--- src/rtl/dmem_arbiter_if.sv ---
// rtl/dmem_arbiter_if.sv - requester-side and memory-side signal bundle for dmem_arbiter
interface dmem_arbiter_if #(
    parameter int ADDR_W = 32,
    parameter int DATA_W = 32
);
    logic              m0_req;
    logic              m0_we;
    logic [ADDR_W-1:0] m0_addr;
    logic [DATA_W-1:0] m0_wdata;
    logic              m0_gnt;
    logic              m0_rvalid;
    logic [DATA_W-1:0] m0_rdata;

    logic              m1_req;
    logic              m1_we;
    logic [ADDR_W-1:0] m1_addr;
    logic [DATA_W-1:0] m1_wdata;
    logic              m1_gnt;
    logic              m1_rvalid;
    logic [DATA_W-1:0] m1_rdata;

    logic              mem_we;
    logic [ADDR_W-1:0] mem_addr;
    logic [DATA_W-1:0] mem_wdata;
    logic [DATA_W-1:0] mem_rdata;

    modport slave (
        input  m0_req, m0_we, m0_addr, m0_wdata,
        output m0_gnt, m0_rvalid, m0_rdata,
        input  m1_req, m1_we, m1_addr, m1_wdata,
        output m1_gnt, m1_rvalid, m1_rdata,
        output mem_we, mem_addr, mem_wdata,
        input  mem_rdata
    );

    modport master (
        output m0_req, m0_we, m0_addr, m0_wdata,
        input  m0_gnt, m0_rvalid, m0_rdata,
        output m1_req, m1_we, m1_addr, m1_wdata,
        input  m1_gnt, m1_rvalid, m1_rdata,
        input  mem_we, mem_addr, mem_wdata,
        output mem_rdata
    );
endinterface

--- src/rtl/dmem_arbiter.sv ---
// rtl/dmem_arbiter.sv - two-port data-memory arbiter: accept -> access -> response pipeline.
// Macro DMEM_ARB_RR_EN selects round-robin ties; undefined gives fixed priority to port 0.
module dmem_arbiter #(
    parameter int ADDR_W = 32,
    parameter int DATA_W = 32
) (
    input logic             clk,
    input logic             rst,
    dmem_arbiter_if.slave   bus
);
    logic w_gnt0;
    logic w_gnt1;

`ifdef DMEM_ARB_RR_EN
    logic r_last;
`endif

    always_comb begin
        w_gnt0 = 1'b0;
        w_gnt1 = 1'b0;
        if (!rst) begin
            if (bus.m0_req && bus.m1_req) begin
`ifdef DMEM_ARB_RR_EN
                w_gnt0 = r_last;
                w_gnt1 = !r_last;
`else
                w_gnt0 = 1'b1;
`endif
            end else begin
                w_gnt0 = bus.m0_req;
                w_gnt1 = bus.m1_req;
            end
        end
    end

`ifdef DMEM_ARB_RR_EN
    // Reset to port 1 so port 0 wins the first tie.
    always_ff @(posedge clk) begin
        if (rst)
            r_last <= 1'b1;
        else if (w_gnt0)
            r_last <= 1'b0;
        else if (w_gnt1)
            r_last <= 1'b1;
    end
`endif

    logic              r_valid;
    logic              r_we;
    logic              r_id;
    logic [ADDR_W-1:0] r_addr;
    logic [DATA_W-1:0] r_wdata;

    always_ff @(posedge clk) begin
        if (rst) begin
            r_valid <= 1'b0;
            r_we    <= 1'b0;
            r_id    <= 1'b0;
            r_addr  <= '0;
            r_wdata <= '0;
        end else begin
            r_valid <= w_gnt0 | w_gnt1;
            if (w_gnt0) begin
                r_we    <= bus.m0_we;
                r_id    <= 1'b0;
                r_addr  <= bus.m0_addr;
                r_wdata <= bus.m0_wdata;
            end else if (w_gnt1) begin
                r_we    <= bus.m1_we;
                r_id    <= 1'b1;
                r_addr  <= bus.m1_addr;
                r_wdata <= bus.m1_wdata;
            end
        end
    end

    logic              r_rvalid0;
    logic              r_rvalid1;
    logic [DATA_W-1:0] r_rdata0;
    logic [DATA_W-1:0] r_rdata1;
    logic              w_rd_access;

    assign w_rd_access = r_valid && !r_we;

    always_ff @(posedge clk) begin
        if (rst) begin
            r_rvalid0 <= 1'b0;
            r_rvalid1 <= 1'b0;
            r_rdata0  <= '0;
            r_rdata1  <= '0;
        end else begin
            r_rvalid0 <= w_rd_access && !r_id;
            r_rvalid1 <= w_rd_access && r_id;
            if (w_rd_access && !r_id)
                r_rdata0 <= bus.mem_rdata;
            if (w_rd_access && r_id)
                r_rdata1 <= bus.mem_rdata;
        end
    end

    // A write sitting in the access stage when reset arrives must not reach memory.
    assign bus.mem_we    = r_valid && r_we && !rst;
    assign bus.mem_addr  = r_addr;
    assign bus.mem_wdata = r_wdata;

    assign bus.m0_gnt    = w_gnt0;
    assign bus.m1_gnt    = w_gnt1;
    assign bus.m0_rvalid = r_rvalid0;
    assign bus.m1_rvalid = r_rvalid1;
    assign bus.m0_rdata  = r_rdata0;
    assign bus.m1_rdata  = r_rdata1;
endmodule

--- src/flat_wrapper.sv ---
// flat-port wrapper written by rule: the top's interface ports become plain ports
module dmem_arbiter_flat 
#(
    parameter int ADDR_W = 32,
    parameter int DATA_W = 32
)
  (clk, rst, bus_m0_req, bus_m0_we, bus_m0_addr, bus_m0_wdata, bus_m0_gnt, bus_m0_rvalid, bus_m0_rdata, bus_m1_req, bus_m1_we, bus_m1_addr, bus_m1_wdata, bus_m1_gnt, bus_m1_rvalid, bus_m1_rdata, bus_mem_we, bus_mem_addr, bus_mem_wdata, bus_mem_rdata);
  dmem_arbiter_if #(.ADDR_W(ADDR_W), .DATA_W(DATA_W)) bus_i ();
  input logic clk;
  input logic rst;
  input wire logic [$bits(bus_i.m0_req)-1:0] bus_m0_req;
  input wire logic [$bits(bus_i.m0_we)-1:0] bus_m0_we;
  input wire logic [$bits(bus_i.m0_addr)-1:0] bus_m0_addr;
  input wire logic [$bits(bus_i.m0_wdata)-1:0] bus_m0_wdata;
  output wire logic [$bits(bus_i.m0_gnt)-1:0] bus_m0_gnt;
  output wire logic [$bits(bus_i.m0_rvalid)-1:0] bus_m0_rvalid;
  output wire logic [$bits(bus_i.m0_rdata)-1:0] bus_m0_rdata;
  input wire logic [$bits(bus_i.m1_req)-1:0] bus_m1_req;
  input wire logic [$bits(bus_i.m1_we)-1:0] bus_m1_we;
  input wire logic [$bits(bus_i.m1_addr)-1:0] bus_m1_addr;
  input wire logic [$bits(bus_i.m1_wdata)-1:0] bus_m1_wdata;
  output wire logic [$bits(bus_i.m1_gnt)-1:0] bus_m1_gnt;
  output wire logic [$bits(bus_i.m1_rvalid)-1:0] bus_m1_rvalid;
  output wire logic [$bits(bus_i.m1_rdata)-1:0] bus_m1_rdata;
  output wire logic [$bits(bus_i.mem_we)-1:0] bus_mem_we;
  output wire logic [$bits(bus_i.mem_addr)-1:0] bus_mem_addr;
  output wire logic [$bits(bus_i.mem_wdata)-1:0] bus_mem_wdata;
  input wire logic [$bits(bus_i.mem_rdata)-1:0] bus_mem_rdata;
  assign bus_i.m0_req = bus_m0_req;
  assign bus_i.m0_we = bus_m0_we;
  assign bus_i.m0_addr = bus_m0_addr;
  assign bus_i.m0_wdata = bus_m0_wdata;
  assign bus_m0_gnt = bus_i.m0_gnt;
  assign bus_m0_rvalid = bus_i.m0_rvalid;
  assign bus_m0_rdata = bus_i.m0_rdata;
  assign bus_i.m1_req = bus_m1_req;
  assign bus_i.m1_we = bus_m1_we;
  assign bus_i.m1_addr = bus_m1_addr;
  assign bus_i.m1_wdata = bus_m1_wdata;
  assign bus_m1_gnt = bus_i.m1_gnt;
  assign bus_m1_rvalid = bus_i.m1_rvalid;
  assign bus_m1_rdata = bus_i.m1_rdata;
  assign bus_mem_we = bus_i.mem_we;
  assign bus_mem_addr = bus_i.mem_addr;
  assign bus_mem_wdata = bus_i.mem_wdata;
  assign bus_i.mem_rdata = bus_mem_rdata;
  dmem_arbiter #(.ADDR_W(ADDR_W), .DATA_W(DATA_W)) u_core (.clk(clk), .rst(rst), .bus(bus_i));
endmodule
--- config.mk ---
export PLATFORM = sky130hd
export DESIGN_NAME = dmem_arbiter_flat
export DESIGN_NICKNAME = d
export VERILOG_FILES = /design/src/rtl/dmem_arbiter_if.sv /design/src/rtl/dmem_arbiter.sv /design/src/flat_wrapper.sv
export SDC_FILE = /design/constraint.sdc
export NUM_CORES = 1
export LEC_CHECK = 0
export CAP_MARGIN = 20
export CORE_MARGIN = 4
export CORE_UTILIZATION = 39
export DETAILED_ROUTE_END_ITERATION = 8
export PLACE_DENSITY = 0.77
export RECOVER_POWER = 50
export SLEW_MARGIN = 20
export SYNTH_ARGS = -nofsm -noshare
export SYNTH_HDL_FRONTEND = slang
export SYNTH_SLANG_ARGS = --single-unit
--- constraint.sdc ---
create_clock -name clk -period 1.53 [get_ports clk]
set_input_delay 0.3825 -clock clk [delete_from_list [all_inputs] [get_ports clk]]
set_output_delay 0.3825 -clock clk [all_outputs]
set_load 0.01 [all_outputs]
### Word level (Yosys, flattened, before mapping)

Index checks and enable logic that the tools add are counted.

* bits in registers: 133
* bits in latches: 0
* memory bits (writable): 0
* ROM bits: 0
* input bits: 166
* output and inout port bits: 133
* word-level logic and storage cells: 31
* memories: 0

* $add $sub $neg: 0
* $mul: 0
* divide/modulo/power cells: 0
* order comparisons: 0
* equality and inequality tests: 0
* shift-type cells: 0
* mux-type cells: 10
* bitwise logic cells: 1
* reductions and logical operators: 11

Operators by type and width (count)
* $mux 32: 4
* $logic_and 1x1->1: 6
* $mux 1: 6
* $logic_not 1->1: 3
* $reduce_bool 2->1: 1
* $reduce_or 2->1: 1
* $or 1x1->1: 1

### Depth between registers and ports, before layout

* depth in word-level cells: 5
* mapped depth: 5
* gate-level depth less buffers: 2

### Least setup slack after synthesis

Ideal clock, no wire load.

* path type: input to output
* start: input bus_m1_req
* end: output bus_m1_gnt
* data arrival time: 1.169 ns
* data required time: 1.147 ns
* setup slack: -0.022 ns
* cell stages on the path: 4
* path buffers: 3
* cell sequence: buf_2 -> buf_6 -> buf_4 -> nor3b_1

* longest elaborated chain between the ends: 3

RTL lines
* from (decl): line flat_wrapper.sv:18 `input wire logic [$bits(bus_i.m1_req)-1:0] bus_m1_req;`
* $logic_and 1x1->1: line dmem_arbiter.sv:22 `if (bus.m0_req && bus.m1_req) begin`
* $mux 1 (*): line dmem_arbiter.sv:22
* $mux 1 (*): line dmem_arbiter.sv:21 `if (!rst) begin`
* to (decl): line flat_wrapper.sv:22 `output wire logic [$bits(bus_i.m1_gnt)-1:0] bus_m1_gnt;`

Every way passes the cells marked *; elsewhere a longest branch is shown, timed or not.

### Final worst setup path

* start: input rst
* end: output bus_m1_gnt

* longest elaborated chain between the ends: 1

RTL lines
* from (decl): line flat_wrapper.sv:10 `input logic rst;`
* $mux 1: line dmem_arbiter.sv:21

Every way passes these cells.

==> results.tsv <==
stage	metric	value	unit
timing	max frequency	683	MHz
timing	period utilization	95.7	%
cells_and_area	fin area	0.00940	mm²
synthesis	Syn Inst Count	550	
timing	Fin Clk Skew	0.00611	ns
global_routing	first-pass GRT wire length	27600	µm
route	Vias	5031	
cells_and_area	fill cell count	1213	
global_routing	grt ovf	0	
synthesis	Post-synth EDFFs	0	
global_routing	Overall Global Routing Usage	20.9	%
clock_tree	number of buffers created by CTS	17	
placement	GPL Wtd Cong	0.799	
power	worst IR drop on VDD	0.729	mV
route	Post-Route WL	18100	µm
placement	post-placement cell area	0.00890	mm²
route	DRT Pass-1 Iters	4	
synthesis	post-synth design cell area	0.00578	mm²
setup_path	crit-path max FO	5	
power	leakage power	4.28	nW
cells_and_area	multi-input logic area	0.00288	mm²
synthesis	syn nets	716	
synthesis	most frequent cell after synthesis	dfxtp_1	
cells_and_area	share of cells above drive strength 1	6.04	%
cells_and_area	Post-layout nets	998	
floorplan	Die Area	0.0168	mm²
route	drt drc	0	
timing	RSZ-0062 raised after global routing	no	
clock_tree	CTS tree	built	
route	vias per cell	4.89	
synthesis	Ys Warns	0	
setup_path	CP startpoint kind	input port	
synthesis	register area share after synthesis	46.1	%
setup_path	CP arrival	1.08	ns
timing	post-route setup slack	0.0654	ns
clock_tree	CTS Buffer Depth	2	
timing	Setup violations, final	0	
clock_tree	H-Tree Depth	4	
synthesis	Yosys top cell by area	dfxtp_1	
timing	min Tclk post-route	1.46	ns
global_routing	largest net degree at the start of global routing	96	
route	ANT nets after route	0	
synthesis	Synth area leaders	dfxtp_1 (46%), mux2i_1 (22%), nand2b_1 (10%), a211oi_1 (8.4%), nor2b_1 (7.0%)	
outcome	outcome	finished, final reports clean	
timing	Max Slew Vio Count	0	
placement	DP HPWL	13300	µm
hold_path	HP Class	input port to flip-flop	
synthesis	most common flop cell mapped by yosys	dfxtp_1	
placement	PortBufs	298	
clock_tree	clock insertion delay at the later pin of the skew report	0.42	ns
setup_path	CP Class	input port to output port	
timing	Hold Vio Cnt, Final	0	
setup_path	Worst Setup End Kind	output port	
cells_and_area	Ant. Diodes	0	
cells_and_area	Area Growth Syn to Fin	62.8	%
synthesis	post-synth cell types	20	
synthesis	Mean Syn Cell Area	10.5	µm²
clock_tree	clk sinks	133	
job	Max Cap Violations	0	
floorplan	Die Span X	130	µm
route	DRT iter0 DRCs	201	
global_routing	vias in the first global route	5294	
synthesis	Synth top area share	46.1	%
clock_tree	Reg clk slew, reported paths	0.05	ns
floorplan	Core Area	0.0145	mm²
placement	Placement Setup Slack	-0.149	ns
setup_path	CP required	1.15	ns
timing	Worst Tran Pin Value	0.825	ns
synthesis	commonest cells in the synthesized netlist	dfxtp_1 (133), mux2i_1 (129), nand2b_1 (96)	
power	Power Density	1060	mW/mm²
floorplan	# rows	44	
clock_tree	CTS root buf	clkbuf_16	
floorplan	I/O pins	299	
floorplan	Die Height	130	µm
synthesis	fraction of registers with async set/reset	0	%
timing	worst relative slew slack	45.0	%
floorplan	Initial Util	39.7	%
synthesis	Seq cells post-synth	133	
route	WL per Instance	17.6	µm
cells_and_area	Reg area	0.00266	mm²
global_routing	initial antenna violation count	1	
power breakdown:
part	switching, mW	internal [mW]
Sequential	0.107	3.67
Clock	1.56	3.14
Combinational	0.617	0.874
Total	2.28	7.69
path summary, 6_finish.rpt:
path                                 from                 endpoint  slack [ns]  depth (start not counted)
setup / recovery                      rst               bus_m1_gnt        0.07                          3
setup reg to reg           u_core.r_valid  u_core.bus.m0_rdata[18]        0.20                          4
hold / removal                 bus_m1_req           u_core.r_valid        0.32                          4
hold reg to reg   u_core.bus.m0_rdata[12]  u_core.bus.m0_rdata[12]        0.47                          2
registers in the layout, indices dropped and copies added, names as in the netlist:
name,flops
u_core.bus.mem_addr,32
u_core.bus.mem_wdata,32
u_core.bus.m0_rvalid,1
u_core.bus.m0_rdata,32
u_core.r_valid,1
u_core.bus.m1_rdata,32
u_core.bus.m1_rvalid,1
u_core.r_id,1
u_core.r_we,1
metrics by stage:
| step | utilization, % | hold WS, ns | instances | TNS, ns | power [mW] |
|---|---|---|---|---|---|
| 2_1_floorplan | - | 0.492 | 550 | 0 | 4.51 |
| 3_3_place_gp | 61.2 | 0.458 | 997 | -0.393 | 5.46 |
| 3_5_place_dp | 61.2 | 0.465 | 997 | -2.79 | 5.50 |
| 4_1_cts | 64.8 | 0.317 | 1029 | 0 | 10.1 |
| 5_1_grt | 64.7 | 0.346 | 1029 | 0 | 10.4 |
| 6_report | 64.7 | 0.318 | 1029 | 0 | 9.97 |
timing repair:
action / CTS / global route
hold buffers: 0 / 0
endpoints found under the setup margin: 133 / 0
setup buffers: 0 / 0
resized for setup: 137 / 0
routing by layer:
metal	vias to the layer above	GRT usage (%)	routed length (µm)	part of all wire [%]
li1	2477	-	-	-
met1	2290	24.0	7280	40
met2	222	34.9	8590	48
met3	40	9.01	1710	9.5
met4	2	7.64	479	2.6
met5	-	0	13	0.072
cells in the final DEF (no fill, tap or decap), types with 4 or more instances in the layout:
master	count
clkdlybuf4s50_1	162
dlygate4sd2_1	132
dfxtp_1	132
mux2i_1	129
nand2b_1	96
nor2b_1	65
a211oi_1	65
clkbuf_16	17
buf_4	10
bufinv_16	6
nor2_1	4
area by class of cell:
class                   count  share of cell area, %
clock inverters            12                   2.40
clock buffers              20                   4.86
inverters                   1                 0.0399
well taps                 184                   2.45
flip-flops and latches    133                   28.3
repair buffers            311                   31.2
multi-input cells         368                   30.7
worst max-delay path, stage by stage:
cell and delay [ns]:
clkbuf_1 0.16, nor3b_2 0.19, dlygate4sd2_1 0.35
logic make-up (layout without fill, tap and decap cells):
| logic type | count (synthesis) | count (layout) | share of synthesized area (%) |
|---|---|---|---|
| and+or+nand+nor | 174 | 174 | 19.0 |
| AOI/OAI and AO/OA | 65 | 65 | 8.45 |
| DFF | 133 | 133 | 46.1 |
| muxes | 129 | 129 | 22.4 |
| buffers and inverters | 49 | 344 | 4.05 |
Note: power is estimated with default switching activity, not from simulation.
